`src/rtl/definitions.sv`:
```
// Shared types and constants for the fetch stage and its Decode-side consumer.
package definitions;

    typedef logic [31:0] ProgramCounter;
    typedef logic [31:0] Instr;

    typedef enum logic [1:0] {
        REQ  = 2'd0,
        WAIT = 2'd1,
        HOLD = 2'd2
    } FetchState;

    typedef struct packed {
        logic          stall;
        logic          redirect_valid;
        ProgramCounter redirect_pc;
    } F_control;

    // Field order matches the Decode stage's D_input.
    typedef struct packed {
        logic          valid;
        Instr          instr;
        ProgramCounter pc;
    } F_output;

    localparam Instr NOP = 32'h0000_0000;

    function automatic ProgramCounter align_pc(input ProgramCounter pc);
        return pc & 32'hFFFF_FFFC;
    endfunction

endpackage

```
`src/rtl/fetch_hold_buffer.sv`:
```
// One-entry skid register that parks a response while Decode is stalled.
module fetch_hold_buffer
    import definitions::*;
(
    input  logic clk_i,
    input  logic rst_i,
    input  logic load_i,
    input  logic drain_i,
    input  logic clear_i,
    input  Instr data_i,
    output logic valid_o,
    output Instr data_o
);

    logic valid_q, valid_d;
    Instr data_q, data_d;

    always_comb begin
        valid_d = valid_q;
        data_d  = data_q;
        if (clear_i) begin
            valid_d = 1'b0;
        end else if (load_i) begin
            valid_d = 1'b1;
            data_d  = data_i;
        end else if (drain_i) begin
            valid_d = 1'b0;
        end
    end

    always_ff @(posedge clk_i or posedge rst_i) begin
        if (rst_i) begin
            valid_q <= 1'b0;
            data_q  <= '0;
        end else begin
            valid_q <= valid_d;
            data_q  <= data_d;
        end
    end

    assign valid_o = valid_q;
    assign data_o  = data_q;

endmodule

```
`src/rtl/fetch_stage.sv`:
```
// Instruction fetch: owns the PC, runs a single-outstanding request/grant/response
// fetch to imem and feeds Decode through a registered F/D register.
module fetch_stage
    import definitions::*;
#(
    parameter ProgramCounter RESET_PC  = 32'h0000_0000,
    parameter Instr          NOP_INSTR = NOP
) (
    input  logic        clk,
    input  logic        reset,
    input  logic        stall,
    input  logic        redirect_valid,
    input  logic [31:0] redirect_pc,
    output logic        imem_req,
    output logic [31:0] imem_addr,
    input  logic        imem_gnt,
    input  logic        imem_rvalid,
    input  logic [31:0] imem_rdata,
    output logic        out_valid,
    output logic [31:0] out_instr,
    output logic [31:0] out_pc
);

    F_control      ctrl;
    FetchState     state_q, state_d;
    ProgramCounter pc_q, pc_d, pc_next;
    logic          drop_q, drop_d;
    F_output       fd_q, fd_d;
    logic          can_load;
    logic          hb_load, hb_drain, hb_clear, hb_valid;
    Instr          hb_data;

    assign ctrl     = '{stall: stall, redirect_valid: redirect_valid, redirect_pc: redirect_pc};
    assign pc_next  = pc_q + 32'd4;
    assign can_load = !ctrl.stall || !fd_q.valid;

    always_comb begin
        state_d  = state_q;
        pc_d     = pc_q;
        drop_d   = drop_q;
        hb_load  = 1'b0;
        hb_drain = 1'b0;
        hb_clear = 1'b0;
        if (ctrl.stall && fd_q.valid) fd_d = fd_q;
        else                          fd_d = '{valid: 1'b0, instr: NOP_INSTR, pc: fd_q.pc};

        if (ctrl.redirect_valid) begin
            // A grant or an unanswered request here leaves a response in flight; drop marks it stale.
            pc_d     = align_pc(ctrl.redirect_pc);
            fd_d     = '{valid: 1'b0, instr: NOP_INSTR, pc: fd_q.pc};
            hb_clear = 1'b1;
            drop_d   = 1'b0;
            state_d  = REQ;
            if (state_q == REQ && imem_gnt) begin
                state_d = WAIT;
                drop_d  = 1'b1;
            end else if (state_q == WAIT && !imem_rvalid) begin
                state_d = WAIT;
                drop_d  = 1'b1;
            end
        end else begin
            case (state_q)
                REQ: if (imem_gnt) state_d = WAIT;
                WAIT: begin
                    if (imem_rvalid) begin
                        if (drop_q) begin
                            drop_d  = 1'b0;
                            state_d = REQ;
                        end else if (can_load) begin
                            fd_d    = '{valid: 1'b1, instr: imem_rdata, pc: pc_next};
                            pc_d    = pc_next;
                            state_d = REQ;
                        end else begin
                            hb_load = 1'b1;
                            state_d = HOLD;
                        end
                    end
                end
                HOLD: begin
                    if (!ctrl.stall && hb_valid) begin
                        fd_d     = '{valid: 1'b1, instr: hb_data, pc: pc_next};
                        pc_d     = pc_next;
                        hb_drain = 1'b1;
                        state_d  = REQ;
                    end
                end
                default: state_d = REQ;
            endcase
        end
    end

    always_ff @(posedge clk or posedge reset) begin
        if (reset) begin
            state_q <= REQ;
            pc_q    <= RESET_PC;
            drop_q  <= 1'b0;
            fd_q    <= '{valid: 1'b0, instr: NOP_INSTR, pc: '0};
        end else begin
            state_q <= state_d;
            pc_q    <= pc_d;
            drop_q  <= drop_d;
            fd_q    <= fd_d;
        end
    end

    fetch_hold_buffer u_hold (
        .clk_i   (clk),
        .rst_i   (reset),
        .load_i  (hb_load),
        .drain_i (hb_drain),
        .clear_i (hb_clear),
        .data_i  (imem_rdata),
        .valid_o (hb_valid),
        .data_o  (hb_data)
    );

    // Gated by reset so the request drops the instant reset is asserted.
    assign imem_req  = (state_q == REQ) && !reset;
    assign imem_addr = align_pc(pc_q);
    assign out_valid = fd_q.valid;
    assign out_instr = fd_q.instr;
    assign out_pc    = fd_q.pc;

endmodule

```
`config.mk`:
```
export PLATFORM = sky130hd
export DESIGN_NAME = fetch_stage
export DESIGN_NICKNAME = d
export VERILOG_FILES = /design/src/rtl/definitions.sv /design/src/rtl/fetch_hold_buffer.sv /design/src/rtl/fetch_stage.sv
export SDC_FILE = /design/constraint.sdc
export NUM_CORES = 1
export LEC_CHECK = 0
export CAP_MARGIN = 5
export CORE_AREA = 2 2 148 150
export CTS_CLUSTER_SIZE = 20
export DETAILED_ROUTE_END_ITERATION = 7
export DIE_AREA = 0 0 150 152
export GPL_TIMING_DRIVEN = 0
export HOLD_SLACK_MARGIN = 0.1
export PLACE_DENSITY = 0.62
export REMOVE_ABC_BUFFERS = 1
export SLEW_MARGIN = 20
export SYNTH_ARGS = -nofsm -noshare
export SYNTH_HDL_FRONTEND = slang
export SYNTH_SLANG_ARGS = --single-unit
```
`constraint.sdc`:
```
create_clock -name clk -period 5.8 [get_ports clk]
set_clock_uncertainty 0.2 [all_clocks]
set_input_delay 1.16 -clock clk [delete_from_list [all_inputs] [get_ports clk]]
set_output_delay 1.16 -clock clk [all_outputs]
set_load 0.005 [all_outputs]
```
==> results by group, run 1 <==
Place
  • Gpl congestion: 0.817
  • DP Wirelength: 12.7 mm
  • Port Buffer Count: 163
  • Cells after DPL: 1045
  • Pre-CTS setup slack: 1.49 ns

Route
  • Vias: 5260
  • Vias per cell: 4.88
  • DRT iter0 DRCs: 205
  • Total Wirelength: 18.3 mm
  • Final antenna-violating net count: 0
  • DRC viols: 0
  • 1st-pass router iterations: 4
  • Routed WL per cell: 17.0 um

Final layout
  • Share of cells above drive strength 1: 0.118
  • Most frequent cells in the layout: clkdlybuf4s50_1, dfrtp_1, nand2_1
  • FF/Latch Area: 0.00328 mm2
  • Most common cell after layout, fill and taps aside: clkdlybuf4s50_1
  • Final nets: 858
  • Multi-input logic area: 0.00285 mm2
  • Post-Layout Cell Count: 1078
  • Area Overhead vs Synth: 41.8%
  • # fillers: 2139

Power
  • Part of the power in registers: 0.404
  • Leakage power: 3.55 nW
  • Int Power: 0.00210 W
  • Power density cells: 341 mW/mm2
  • Max VDD drop: 204 uV
  • Switching Fraction: 0.307
  • Combinational share of power: 0.259
  • Net Sw Power: 0.000933 W
  • Clock share of power: 0.337

Floorplanning
  • Die Ht: 152 um
  • Rows: 54
  • I/O pins: 168
  • Die width: 150 um
  • Die area: 0.0228 mm2
  • Initial Util: 0.294
  • CORE AREA: 0.0214 mm2

Worst setup path
  • Critical Path Sink Type: flip-flop
  • Critical path data required time: 5.94 ns
  • Startpoint types: input port
  • Crit Path Class: input port to flip-flop
  • Critical Path AT: 3.99 ns
  • Critical path buffers and inverters: 3
  • Critical path cell sequence: buf_2, buf_12, clkinv_1, nand2_2, a211o_2, nand2_1, o21ai_0
  • Critical path fanouts, max: 42
  • Worst path max stage delay: 0.87 ns
  • Critical Path Slowest Stage Cell: nand2_2
  • Worst path top cell family by delay: buffers and inverters

Yosys
  • Cells after Synth: 632
  • Most used DFF post-synth: dfrtp_1
  • YS warnings: 0
  • Post-synthesis instance area: 0.00628 mm2
  • Register bit total from synthesis: 131
  • Synth cell types: 46
  • Post-synth EDFFs: 0
  • Sequential cell area fraction in the yosys report: 0.522
  • Async set-or-reset flop fraction in the synthesized netlist: 1.00
  • Avg Synthesized Cell Area: 9.94 um2

Clocking
  • H-tree Lvls: 4
  • CTS tree: yes
  • # resized after CTS: 0
  • Clock Path Buffers: 2
  • Root buffer cell: clkbuf_16
  • TritonCTS Sinks: 131
  • Clock transition at the registers of the reported paths: 0.06 ns
  • CTS Buf Count: 17
  • Hold buffers post-CTS: 0
  • Clk Latency, worst-skew pair: 0.42 ns
  • Number of buffers added for setup after CTS: 0

Timing
  • Setup slack after layout: 1.94 ns
  • Unrepaired setup endpoints after global routing: false
  • Slew @ Worst Pin: 0.970 ns
  • Fmax: 259 MHz
  • Max-slew headroom: 0.353
  • Tcrit/Tclk final: 0.665
  • Fin. max-slew vios: 0
  • Setup TNS Final: 0 ns
  • Setup violations, final: 0
  • Final hold violations: 0
  • Fin crit period: 3.86 ns

Run
  • Max Cap Viol: 0

Global route
  • Initial antenna violation count: 0
  • First-pass GRT wire length: 29.5 mm
  • Grt total ovfl: 0
  • Gr usage total: 0.165
  • Number of global-route vias before repair: 5333
  • Largest net degree at the start of global routing: 69

Run status
  • Status: complete, no violations

Min path
  • Hold Path Class: flip-flop to flip-flop
state kept, by name, summed over array words and instances (netlist names):
register,flops
drop_q,1
out_instr,32
out_pc,32
out_valid,1
pc_q,30
state_q,2
u_hold.data_o,32
u_hold.valid_o,1
synth_stat cells, types with 4 or more instances:
master / number / share of area
mux2_2: 33 / 0.059
or4_1: 6 / 0.0072
nor2_1: 26 / 0.016
xnor2_1: 23 / 0.032
o21ai_0: 88 / 0.070
clkbuf_1: 34 / 0.020
nand4_1: 18 / 0.018
nor4_1: 7 / 0.0070
and2_1: 6 / 0.0060
xor2_1: 22 / 0.031
o31ai_1: 6 / 0.0072
nor3_1: 14 / 0.011
or3_1: 7 / 0.0070
a22oi_1: 32 / 0.038
nand3_1: 16 / 0.013
ha_1: 4 / 0.0080
nand2_1: 95 / 0.057
and3_1: 7 / 0.0070
buf_2: 5 / 0.0040
a31oi_1: 11 / 0.011
dfrtp_1: 131 / 0.52
inv_1: 9 / 0.0054
worst paths after layout:
check	to	cells after the start	slack, ns	from
setup / recovery	out_pc[12]	7	1.94	redirect_valid
hold / removal	out_instr[23]	2	0.27	out_instr[23]
setup reg to reg	pc_q[25]	7	2.70	state_q[1]
hold reg to reg	out_instr[23]	2	0.27	out_instr[23]
max in group asynchronous	out_instr[15]	3	3.70	reset
min in group asynchronous	pc_q[8]	2	0.99	reset
metal layers:
metal / part of all wire / routed length (um) / vias to the layer above / track usage
li1: - / - / 2545 / -
met1: 0.45 / 8250 / 2528 / 0.223
met2: 0.46 / 8360 / 171 / 0.251
met3: 0.080 / 1470 / 16 / 0.0571
met4: 0.011 / 198 / 0 / 0.0458
met5: 0 / 0 / - / 0
cells by family (layout without fill, tap and decap cells):
logic type,count (synthesis),count (layout),share of synthesized area
xor gates and xnor gates,45,45,0.0627
AOI/OAI and AO/OA,150,150,0.142
other,1,3,0.000597
adders and majority gates,4,4,0.00797
buffers and inverters,52,216,0.0335
muxes,34,34,0.0608
DFF,131,131,0.522
and+or+nand+nor,215,215,0.170
per-stage QoR:
stage	power, W	instance area [um2]	hold slack [ns]	utilization
finish	0.00304	8900	0.273	0.417
global route	0.00322	8900	0.296	0.417
CTS	0.00309	8900	0.282	0.417
detailed placement	0.00204	8340	0.269	0.391
global placement	0.00199	8090	0.260	0.379
floorplan	0.00155	6110	0.273	-
worst reg2reg max path, stage by stage (launching register included):
cell and delay [ns]:
dfrtp_1 0.39, inv_1 0.08, ha_1 0.24, nand3b_1 0.21, o21ai_2 0.40, nand2_1 0.60
or4_1 0.70, a31oi_1 0.18
layout make-up:
cell class / count / share of cell area
Antenna cell: 1 / 0.000281
Inverter: 10 / 0.00506
Timing Repair Buffer: 174 / 0.204
Clock inverter: 15 / 0.0149
Sequential cell: 131 / 0.368
Tap cell: 280 / 0.0393
Clock buffer: 17 / 0.0478
Multi-Input combinational cell: 450 / 0.320
power groups by stage:
stage / Sequential (W) / Clock [W] / Combinational, W
floorplan: 0.00122 / 0 / 0.000327
global placement: 0.00124 / 0 / 0.000755
detailed placement: 0.00124 / 0 / 0.000800
CTS: 0.00123 / 0.00106 / 0.000803
global route: 0.00125 / 0.00110 / 0.000869
finish: 0.00123 / 0.00102 / 0.000788
Note: power is estimated with default switching activity, not from simulation.
==> run 2: changes to the inputs <==
- PLACE_DENSITY: 0.62 -> 0.64
- clock period: 5.8 -> 3.1 ns (I/O delays scaled with it)
==> run 2 against run 1 <==
Non-clock buffer count rose by 1. Sequential power up 87%. Core utilization is 0.21 points higher. Total power grew 92%. Clock-buffer cell count up 1. First-iteration DRC count grew 15%. Die area unchanged. Worst hold slack gained 0.0012 ns. Global-route usage hardly changed. Register-to-register slack lost 2.3 ns. Via count up 1.7%. Critical path type unchanged.
==> results by group, run 2 (synthesized netlist as in run 1, its figures left out) <==
Run status
  • Status: complete, no violations

Timing
  • Slew @ Worst Pin: 0.741 ns
  • Fin. max-slew vios: 0
  • Setup violations, final: 0
  • Max-slew headroom: 0.506
  • Final hold violations: 0
  • Tcrit/Tclk final: 0.883
  • Fin crit period: 2.74 ns
  • Setup slack after layout: 0.363 ns
  • Setup TNS Final: 0 ns
  • Fmax: 365 MHz
  • Unrepaired setup endpoints after global routing: false

Clocking
  • Number of buffers added for setup after CTS: 0
  • Clock Path Buffers: 2
  • Clk Latency, worst-skew pair: 0.41 ns
  • Clock transition at the registers of the reported paths: 0.06 ns
  • H-tree Lvls: 4
  • TritonCTS Sinks: 131
  • CTS Buf Count: 17
  • CTS tree: yes
  • Root buffer cell: clkbuf_16

Route
  • Total Wirelength: 18.6 mm
  • Vias per cell: 4.97
  • Final antenna-violating net count: 0
  • DRT iter0 DRCs: 235
  • Vias: 5351
  • 1st-pass router iterations: 5
  • Routed WL per cell: 17.2 um
  • DRC viols: 0

Worst setup path
  • Critical Path AT: 2.86 ns
  • Crit Path Class: input port to flip-flop
  • CP startpoint: stall
  • R2R Path Start: state_q[1]
  • Startpoint types: input port
  • Critical path fanouts, max: 32
  • Critical Path Sink Type: flip-flop
  • Critical path data required time: 3.23 ns

Global route
  • Number of global-route vias before repair: 5245
  • Initial antenna violation count: 0
  • Largest net degree at the start of global routing: 76
  • Gr usage total: 0.164
  • First-pass GRT wire length: 29.3 mm
  • Grt total ovfl: 0

Power
  • Leakage power: 3.58 nW
  • Max VDD drop: 423 uV
  • Power density cells: 652 mW/mm2
  • Power consumption: 0.00583 W

Final layout
  • Most common cell after layout, fill and taps aside: clkdlybuf4s50_1
  • Multi-input logic area: 0.00286 mm2
  • Post-Layout Cell Count: 1077
  • Area Overhead vs Synth: 42.5%
  • Share of cells above drive strength 1: 0.118
  • Most frequent cells in the layout: clkdlybuf4s50_1, dfrtp_1, nand2_1
  • # fillers: 2078
  • Diode count: 0
  • Final nets: 859
  • Fin area: 0.00895 mm2
  • FF/Latch Area: 0.00328 mm2

Place
  • DP Wirelength: 12.6 mm
  • Cells after DPL: 1046
  • Pre-CTS setup slack: -0.849 ns
  • Gpl congestion: 0.815
  • Cell Area, Placed: 0.00834 mm2
  • Port Buffer Count: 163

Floorplanning
  • I/O pins: 168
  • Initial Util: 0.294
  • Die Ht: 152 um
  • Rows: 54
  • Die width: 150 um
  • CORE AREA: 0.0214 mm2
  • Die area: 0.0228 mm2

Run
  • Max Cap Viol: 0

Min path
  • Hold Path Origin: out_instr[4]
  • Hold Path Class: flip-flop to flip-flop
==> run 2: cell types whose count changed in the layout (fill, tap and decap cells not counted), moves of 2 or more <==
cell       before  now
inv_6           4    0
nand2_4         0    2
buf_4           2    4
bufinv_16       1    3
clkinv_4        2    4
==> run 2: what timing repair did <==
| item | CTS | global route |
|---|---|---|
| hold endpoints to repair | 0 | 0 |
| resized for setup | 3 | 2 |
| pin swaps | 0 | 0 |
| setup endpoints to repair | 38 | 20 |
| gates cloned | 0 | 0 |
| hold buffers | 0 | 0 |
==> run 2: worst paths after layout <==
kind	slack (ns)	end	cells after the start
max	0.36	out_pc[16]	6
min reg2reg	0.27	out_instr[4]	2
max in group asynchronous	1.51	u_hold.data_o[2]	3
max reg2reg	0.37	pc_q[25]	7
min in group asynchronous	0.47	out_pc[8]	2
min	0.27	out_instr[4]	2
==> run 2: through the flow <==
stage / util / hold WS, ns
floorplan: - / 0.273
global placement: 0.379 / 0.260
detailed placement: 0.391 / 0.270
CTS: 0.419 / 0.283
global route: 0.419 / 0.294
finish: 0.419 / 0.274
==> run 2: report_power, final <==
part	switching [W]	total, W	internal [W]
combinational	0.000691	0.00149	0.000794
clock	0.000783	0.00204	0.00126
sequential	0.000259	0.00230	0.00204
==> run 2: critical path, cell delays in order <==
cell	delay [ns]
clkdlybuf4s50_1	0.49
nand2b_1	0.19
and2_1	0.64
a211o_2	0.68
nand2_1	0.13
o21ai_0	0.11
==> run 2: metal layers <==
layer | part of all wire | GRT usage | vias up
met3 | 0.069 | 0.0514 | 16
met5 | 0 | 0 | -
met2 | 0.46 | 0.259 | 171
met4 | 0.0080 | 0.0346 | 0
li1 | - | - | 2548
met1 | 0.46 | 0.222 | 2616
==> run 2: cell type report <==
class,count,share of cell area
flip-flops and latches,131,0.366
multi-input cells,450,0.320
repair buffers,175,0.203
clock buffers,18,0.0480
well taps,280,0.0391
clock inverters,13,0.0182
inverters,10,0.00517
